--- src/rtl/wave_player.sv ---
// Wavetable playback engine.
// Runs a fractional phase accumulator over a window [base, base+len) of the
// waveform RAM, issues one read per output sample and streams samples out
// over a valid/ready handshake.
// Ports:
//   i_clk, i_res      clock, synchronous active-low reset
//   i_en              level request for playback
//   i_tuning          phase increment (integer part in upper ADDRESS_SIZE bits)
//   i_base, i_len     window start address and length (1..2^ADDRESS_SIZE)
//   ram_addr, ram_re  RAM read port; ram_r_data returns one cycle later
//   o_sample, o_valid, i_ready  output stream
//   o_busy            not idle
//   o_cfg_err         last start request carried an illegal configuration
module wave_player #(
  parameter int unsigned ADDRESS_SIZE = 8,
  parameter int unsigned DATA_SIZE    = 8,
  parameter int unsigned PHASE_SIZE   = 24
) (
  input  logic                    i_clk,
  input  logic                    i_res,
  input  logic                    i_en,
  input  logic [PHASE_SIZE-1:0]   i_tuning,
  input  logic [ADDRESS_SIZE-1:0] i_base,
  input  logic [ADDRESS_SIZE:0]   i_len,
  output logic [ADDRESS_SIZE-1:0] ram_addr,
  output logic                    ram_re,
  input  logic [DATA_SIZE-1:0]    ram_r_data,
  output logic [DATA_SIZE-1:0]    o_sample,
  output logic                    o_valid,
  input  logic                    i_ready,
  output logic                    o_busy,
  output logic                    o_cfg_err
);

  localparam int unsigned FRAC = PHASE_SIZE - ADDRESS_SIZE;
  localparam logic [ADDRESS_SIZE:0] MaxLen = {1'b1, {ADDRESS_SIZE{1'b0}}};

  typedef enum logic [1:0] {StIdle, StFetch, StWait, StHold} state_e;

  state_e                  state_q, state_d;
  logic [ADDRESS_SIZE-1:0] idx_q, base_q, addr_q;
  logic [FRAC-1:0]         frac_q;
  logic [PHASE_SIZE-1:0]   tun_q;
  logic [ADDRESS_SIZE:0]   len_q;
  logic [DATA_SIZE-1:0]    sample_q;
  logic                    cfg_err_q;

  logic                    cfg_legal, start, accept;
  logic [FRAC:0]           fsum;
  logic [ADDRESS_SIZE:0]   isum, iwrap;

  // Legal: 1 <= len <= 2^ADDRESS_SIZE and integer step < len.
  assign cfg_legal = (i_len != '0) && (i_len <= MaxLen) &&
                     ({1'b0, i_tuning[PHASE_SIZE-1 -: ADDRESS_SIZE]} < i_len);
  assign start  = (state_q == StIdle) && i_en && cfg_legal;
  assign accept = (state_q == StHold) && i_ready;

  // Phase advance; tun_int < len bounds isum below 2*len, so one subtraction wraps it.
  assign fsum  = {1'b0, frac_q} + {1'b0, tun_q[FRAC-1:0]};
  assign isum  = {1'b0, idx_q} + {1'b0, tun_q[PHASE_SIZE-1 -: ADDRESS_SIZE]} +
                 {{ADDRESS_SIZE{1'b0}}, fsum[FRAC]};
  assign iwrap = (isum >= len_q) ? (isum - len_q) : isum;

  // State register
  always_ff @(posedge i_clk) begin
    if (!i_res) state_q <= StIdle;
    else        state_q <= state_d;
  end

  // Next-state logic
  always_comb begin
    state_d = state_q;
    unique case (state_q)
      StIdle:  if (start) state_d = StFetch;
      StFetch: state_d = StWait;
      StWait:  state_d = StHold;
      StHold:  if (i_ready) state_d = i_en ? StFetch : StIdle;
      default: state_d = StIdle;
    endcase
  end

  // Outputs; the address is only recomputed in FETCH and held otherwise.
  always_comb begin
    ram_re   = (state_q == StFetch);
    o_valid  = (state_q == StHold);
    o_busy   = (state_q != StIdle);
    ram_addr = (state_q == StFetch) ? (base_q + idx_q) : addr_q;
  end

  assign o_sample  = sample_q;
  assign o_cfg_err = cfg_err_q;

  // Datapath and configuration registers
  always_ff @(posedge i_clk) begin
    if (!i_res) begin
      idx_q     <= '0;
      frac_q    <= '0;
      tun_q     <= '0;
      base_q    <= '0;
      len_q     <= '0;
      addr_q    <= '0;
      sample_q  <= '0;
      cfg_err_q <= 1'b0;
    end else begin
      addr_q <= ram_addr;
      if (state_q == StIdle && i_en) cfg_err_q <= !cfg_legal;
      if (start) begin
        tun_q  <= i_tuning;
        base_q <= i_base;
        len_q  <= i_len;
        idx_q  <= '0;
        frac_q <= '0;
      end else if (accept) begin
        idx_q  <= iwrap[ADDRESS_SIZE-1:0];
        frac_q <= fsum[FRAC-1:0];
      end
      if (state_q == StWait) sample_q <= ram_r_data;
    end
  end

endmodule
--- config.mk ---
export PLATFORM = sky130hd
export DESIGN_NAME = wave_player
export DESIGN_NICKNAME = d
export VERILOG_FILES = /design/src/rtl/wave_player.sv
export SDC_FILE = /design/constraint.sdc
export NUM_CORES = 1
export LEC_CHECK = 0
export CORE_ASPECT_RATIO = 1.25
export CORE_MARGIN = 2
export CORE_UTILIZATION = 40
export CTS_CLUSTER_DIAMETER = 60
export DETAILED_ROUTE_END_ITERATION = 16
export PLACE_DENSITY = 0.6
export SKIP_CTS_REPAIR_TIMING = 1
export SLEW_MARGIN = 20
export SYNTH_ARGS = -nofsm -noshare
export SYNTH_HDL_FRONTEND = slang
export SYNTH_SLANG_ARGS = --single-unit
--- constraint.sdc ---
create_clock -name i_clk -period 7.1 [get_ports i_clk]
set_input_delay 0.71 -clock i_clk [delete_from_list [all_inputs] [get_ports i_clk]]
set_output_delay 0.71 -clock i_clk [all_outputs]
set_load 0.02 [all_outputs]
==> impl_metrics.py, run 1 <==
metrics = {
    "sta": {
        "min_period_ps": 5550,
        "rsz0062_at_grt": "no",
        "max_freq_mhz": 180,
        "setup_violations": 0,
        "skew_ps": 6.64,
        "relSlewSlack_pct": 29.4,
        "whs_ps": 459,
        "hold_viol_final": 0,
        "tns_ps": 0,
        "fin_crit_sh_pct": 78.1,
        "worstMarginPinSlew_ps": 1060,
        "drv_slew": 0,
    },
    "critical_path": {
        "rrSetupSlack_ps": 1550,
        "cp.required_ps": 7290,
        "start_kind": "flop",
        "critPathCaptureType": "flop",
        "worstReg2RegStart": "frac_q[0]",
        "r2r_end": "idx_q[1]",
        "arrival_ps": 5730,
        "crit_type": "flop to flop",
        "rr_worst_depth": 22,
        "path_max_fanout": 10,
    },
    "drt": {
        "dr_total_vias": 4466,
        "wirelength_met1_um": 5540,
        "dr_wl_met2_um": 6490,
        "wl_met3_um": 522,
        "antenna_left": 0,
        "drt_first_pass_iters": 5,
        "routed_wl_um": 12700,
        "top_layer": "met4",
        "first_iter_violations": 155,
        "viasPerCell": 5.40,
        "drc": 0,
        "routedWlPerCell_um": 15.4,
    },
    "floorplan": {
        "num_rows": 46,
        "die_height_um": 132,
        "die_area_mm2": 0.0140,
        "start_util_pct": 41.0,
        "io_pins": 73,
        "core_mm2": 0.0127,
        "chipWidth_um": 106,
    },
    "place": {
        "port_buffers": 72,
        "gp_congestion": 0.826,
        "dpl.hpwl_um": 9490,
        "placed_cells": 811,
    },
    "clock_network": {
        "h-tree-depth": 3,
        "insertion_delay_ps": 350,
        "cts_sinks": 84,
        "cts.path.max_buffers": 2,
        "clk_pin_slew_ps": 60,
        "cts_made_buffers": 9,
        "root_buffer": "clkbuf_16",
        "cts_tree": "done",
    },
    "final_layout": {
        "drive_gt1_share_pct": 5.77,
        "final_util_pct": 50.4,
        "layout.nets": 763,
        "final_cells": 827,
        "syn_to_final_growth_pct": 23.0,
        "antennaDiodeCount": 0,
    },
    "global_route": {
        "grt_usage_pct": 19.1,
        "grt_pass1_wl_um": 21400,
        "grt_max_degree": 46,
        "overflow": 0,
        "grt_pass1_vias": 4569,
        "antenna_found_initial": 0,
    },
    "power": {
        "leakage_uw": 0.00281,
        "cellPowerDensity_mw_per_mm2": 243,
        "ir_worst_vdd_v": 0.000140,
    },
    "synthesis": {
        "ys_types": 55,
        "synthFlopType": "dfxtp_1",
        "async_flop_share_pct": 0,
        "ys_ff_latch": 84,
        "synth-edff-count": 0,
        "avgSynthCellArea_um2": 8.83,
        "yosysWarnings": 0,
        "synth.net_count": 699,
        "syn_area_mm2": 0.00521,
        "synthCells": 590,
        "synth-seq-area-share_pct": 32.3,
    },
    "flow_run": {
        "cap_violations": 0,
    },
    "worst_hold_path": {
        "hold_depth": 2,
        "worst_hold_startpoint": "len_q[8]",
        "min_to": "len_q[8]",
        "hp-class": "flop to flop",
    },
    "run_status": {
        "status": "completed",
    },
}
[worst max-delay path, stage by stage (launching register included)]
cell and delay [ps]:
dfxtp_1 310, ha_1 220, fa_1 430, a211oi_1 290
o21bai_1 150, a211oi_1 340, o31ai_1 160, a21oi_1 160
o21a_1 150, fa_1 210, fa_1 210, nor2b_1 70
o31a_1 250, or3_1 330, nand2_1 90, xor2_1 240
inv_1 80, ha_1 200, or4_1 510, o22a_2 240
o221ai_4 360, mux2i_1 280, a211oi_2 90
[routing by layer]
layer  global-route usage, %  vias up
met4                    6.07        0
met2                    34.3       98
met3                    4.56       14
li1                        -     2234
met1                    22.1     2120
met5                       0        -
[cell usage after synthesis (7+ instances only)]
cell type  instances  share of area, %
xor2_1             7               1.2
clkbuf_1          17               1.2
xnor2_1            8               1.3
o21ai_0           20               1.9
nand2_1           27               1.9
o21a_1             9               1.3
dfxtp_1           84                32
a21oi_1           34               3.3
nor3_1             7              0.67
buf_2              7              0.67
a211oi_1          10               1.4
mux2i_1           57                11
nand3_1           10              0.96
and2_1             7              0.84
a21o_1            12               1.7
or3_1             10               1.2
nor2_1            76               5.5
nor2b_1            7              0.84
ha_1              51                12
a31oi_1           13               1.6
nand2b_1           9               1.1
inv_1             34               2.5
o211ai_1           7               1.0
[layout by cell type (no fill, tap or decap), types with 8 or more instances in the layout]
cell             count
ha_1                51
o21a_1               9
dfxtp_1             84
xnor2_1              8
a21o_1              12
mux2i_1             57
or3_1               10
nor2_1              76
nand2b_1             9
inv_1               34
a211oi_1            10
nand3_1             10
nand2_1             27
a31oi_1             13
clkbuf_16            9
clkdlybuf4s50_1     72
o21ai_0             20
a21oi_1             34
[cell type report]
class	count	area [um2]
multi-input combinational	447	3300
clock buffer	10	239
timing repair buffer	77	758
tap	168	210
inverter	35	131
fill	1193	6310
clock inverter	6	87.6
sequential	84	1680
[cell families after synthesis]
family                     Yosys count  share of synthesized area [%]
buffers and inverters               59                           4.42
adders and majority gates           56                           14.2
and+or+nand+nor                    181                           17.0
DFF                                 84                           32.3
muxes                               62                           12.0
xor gates and xnor gates            15                           2.52
AOI/OAI and AO/OA                  133                           17.6
[state kept, by name, indices dropped and copies added, names as in the netlist]
name and cells:
tun_q 24, o_sample 8, len_q 9, o_cfg_err 1
frac_q 16, idx_q 8, state_q 2, base_q 8
addr_q 8
[power by group]
part           switching (uW)  total [uW]  internal, uW
logic                     264         501           236
clock network             198         516           318
registers                25.7         537           511
[per-stage QoR]
step / total power, uW / cell area (um2) / worst slack [ps]
global route: 1650 / 6400 / 1200
CTS: 1570 / 6400 / 1540
finish: 1550 / 6400 / 1550
detailed placement: 1050 / 6080 / 1600
floorplan: 900 / 5210 / 2170
global placement: 1040 / 6080 / 1740
[worst max-delay path by stage]
stage                         start       end  slack [ps]  cells past startpoint
after floorplan           frac_q[0]  idx_q[1]        2170                     22
after global routing      frac_q[0]  idx_q[0]        1200                     22
final                     frac_q[0]  idx_q[1]        1550                     22
after CTS                 frac_q[0]  idx_q[1]        1540                     22
after global placement    frac_q[0]  idx_q[3]        1740                     22
after detailed placement  frac_q[0]  idx_q[1]        1600                     22
Power figures use the tool's default switching activity.
==> run 2: changes to the inputs <==
- PLACE_DENSITY: 0.6 -> 0.63
- clock period: 7.1 -> 4.9 ns (I/O delays scaled with it)
==> run 2 against run 1 <==
Compared with the run above:
- the run now ends with negative setup slack left
- die area did not move
- routed wire length rose by 1.2%
- worst hold slack improved by 3.7 ps
- sequential share of layout area shrank 1.1 points
- cell count increased by 3.0%
- fmax rose by 11%
- sequential power rose by 45%
- count of clock-buffer cells in the layout fell by 1
- sequential cell count stayed put
- register-to-register slack worse by 1600 ps
- largest cell class unchanged
==> impl_metrics.py, run 2 (same netlist as run 1, synthesis figures left out) <==
metrics = {
    "run_status": {
        "status": "finished, violations left",
        "violations": "negative setup slack",
    },
    "final_layout": {
        "reg_top3": "tun_q (24), frac_q (16), len_q (9)",
        "antennaDiodeCount": 0,
        "final_cell_mix": "dfxtp_1 (82), nor2_1 (76), clkdlybuf4s50_1 (72)",
        "drive_gt1_share_pct": 11.7,
        "final_common_cell": "dfxtp_1",
        "syn_to_final_growth_pct": 28.4,
        "layout.nets": 788,
        "largest_reg_flops": 24,
        "regMostFlops": "tun_q",
    },
    "floorplan": {
        "chipWidth_um": 106,
        "num_rows": 46,
        "die_height_um": 132,
        "core_mm2": 0.0127,
        "start_util_pct": 41.0,
        "die_area_mm2": 0.0140,
        "io_pins": 73,
    },
    "drt": {
        "drt_first_pass_iters": 4,
        "viasPerCell": 5.33,
        "routed_wl_um": 12900,
        "dr_total_vias": 4538,
        "antenna_left": 0,
        "routedWlPerCell_um": 15.1,
        "first_iter_violations": 133,
        "drc": 0,
    },
    "sta": {
        "hold_viol_final": 0,
        "drv_slew": 0,
        "min_period_ps": 4990,
        "worstMarginPinSlew_ps": 1080,
        "setup_violations": 7,
        "fin_ws_ps": -91.4,
        "skew_ps": 6.08,
        "relSlewSlack_pct": 28.0,
        "max_freq_mhz": 200,
        "whs_ps": 463,
        "rsz0062_at_grt": "yes",
        "fin_crit_sh_pct": 102,
    },
    "critical_path": {
        "cpLargestDelayFamily": "compound AO/OA/AOI/OAI gates",
        "cp.buffers_inverters": 2,
        "path_cells": "ha_4 -> fa_2 -> a211oi_2 -> o21bai_1 -> a211oi_2 -> o31ai_2 -> a21oi_1 -> o21a_1 -> fa_2 -> fa_2 -> nor2b_1 -> o31a_1 -> or3_4 -> nand2_4 -> xor2_2 -> inv_2 -> ha_4 -> or4_1 -> o22a_2 -> o221ai_4 -> buf_12 -> mux2i_1 -> a211oi_2",
        "path_max_fanout": 5,
        "critPathCaptureType": "flop",
        "arrival_ps": 5170,
        "slowest_stage": "or4_1",
        "cp.required_ps": 5080,
        "max_stage_delay_ps": 500,
        "start_kind": "flop",
        "crit_type": "flop to flop",
    },
    "global_route": {
        "gr-usage-met1_pct": 21.7,
        "grt.met3_usage_pct": 3.82,
        "overflow": 0,
        "grt_usage_pct": 19.0,
        "grt_util_met2_pct": 34.6,
        "grt_pass1_wl_um": 21500,
        "antenna_found_initial": 0,
        "grt_max_degree": 45,
        "grt_busiest_layer": "met2",
        "grt_pass1_vias": 4662,
    },
    "place": {
        "dpl.hpwl_um": 9430,
        "port_buffers": 72,
        "gp_congestion": 0.819,
    },
    "power": {
        "intPower_uw": 1590,
        "leakage_uw": 0.00295,
        "p_sw_share_pct": 32.1,
        "ir_worst_vdd_v": 0.000191,
        "power.total_uw": 2340,
        "power_frac_seq_pct": 33.2,
        "combPwrFrac_pct": 37.0,
        "cellPowerDensity_mw_per_mm2": 350,
        "pwr-share-clk_pct": 29.8,
        "netSwitchingPower_uw": 751,
    },
    "clock_network": {
        "root_buffer": "clkbuf_16",
        "clk_pin_slew_ps": 60,
        "cts_tree": "done",
        "insertion_delay_ps": 340,
        "h-tree-depth": 3,
        "cts_made_buffers": 9,
        "cts_sinks": 84,
        "cts.path.max_buffers": 2,
    },
    "flow_run": {
        "cap_violations": 0,
    },
    "worst_hold_path": {
        "hp-class": "flop to flop",
    },
}
[run 2: layout make-up]
class / count / area [um2]
repair buffers: 102 / 976
inverters: 35 / 131
flip-flops and latches: 84 / 1680
clock inverters: 7 / 76.3
fillers: 1180 / 6030
clock buffers: 9 / 225
well taps: 168 / 210
multi-input cells: 447 / 3390
[run 2: worst reg2reg max path, delay by kind of cell (launching register included)]
family | cells | cell delay (ps)
and+or+nand+nor | 4 | 980
DFF | 1 | 340
xor gates and xnor gates | 1 | 160
buffers and inverters | 2 | 230
AOI/OAI and AO/OA | 10 | 1850
muxes | 1 | 210
adders and majority gates | 5 | 1060
[run 2: worst paths after layout]
check                            endpoint  cells past startpoint       from  slack [ps]
worst max-delay path             idx_q[4]                     23  frac_q[0]         -90
worst min-delay path            frac_q[5]                      2  frac_q[5]         460
worst min register to register  frac_q[5]                      2  frac_q[5]         460
worst max register to register   idx_q[4]                     23  frac_q[0]         -90
[run 2: per-stage QoR]
step	cell area (um2)	utilization, %	setup TNS, ps	setup slack (ps)	instances
2_1_floorplan	5210	-	0	47.6	590
3_3_place_gp	6250	49.2	-1110	-186	832
3_5_place_dp	6250	49.2	-1820	-280	832
4_1_cts	6560	51.5	-2170	-315	848
5_1_grt	6690	52.6	-2510	-343	852
6_report	6690	52.6	-466	-91.4	852
[run 2: layer usage]
metal  share of wire, %  up-vias
li1                   -     2282
met1                 43     2154
met2                 52       85
met3                3.9       17
met4                1.8        0
met5                  0        -
[run 2: power by group through the flow]
stage	registers (uW)	clock network, uW	logic [uW]
5_1_grt	786	746	944
3_3_place_gp	791	0	777
3_5_place_dp	793	0	798
4_1_cts	778	713	802
2_1_floorplan	797	0	507
6_report	778	697	866
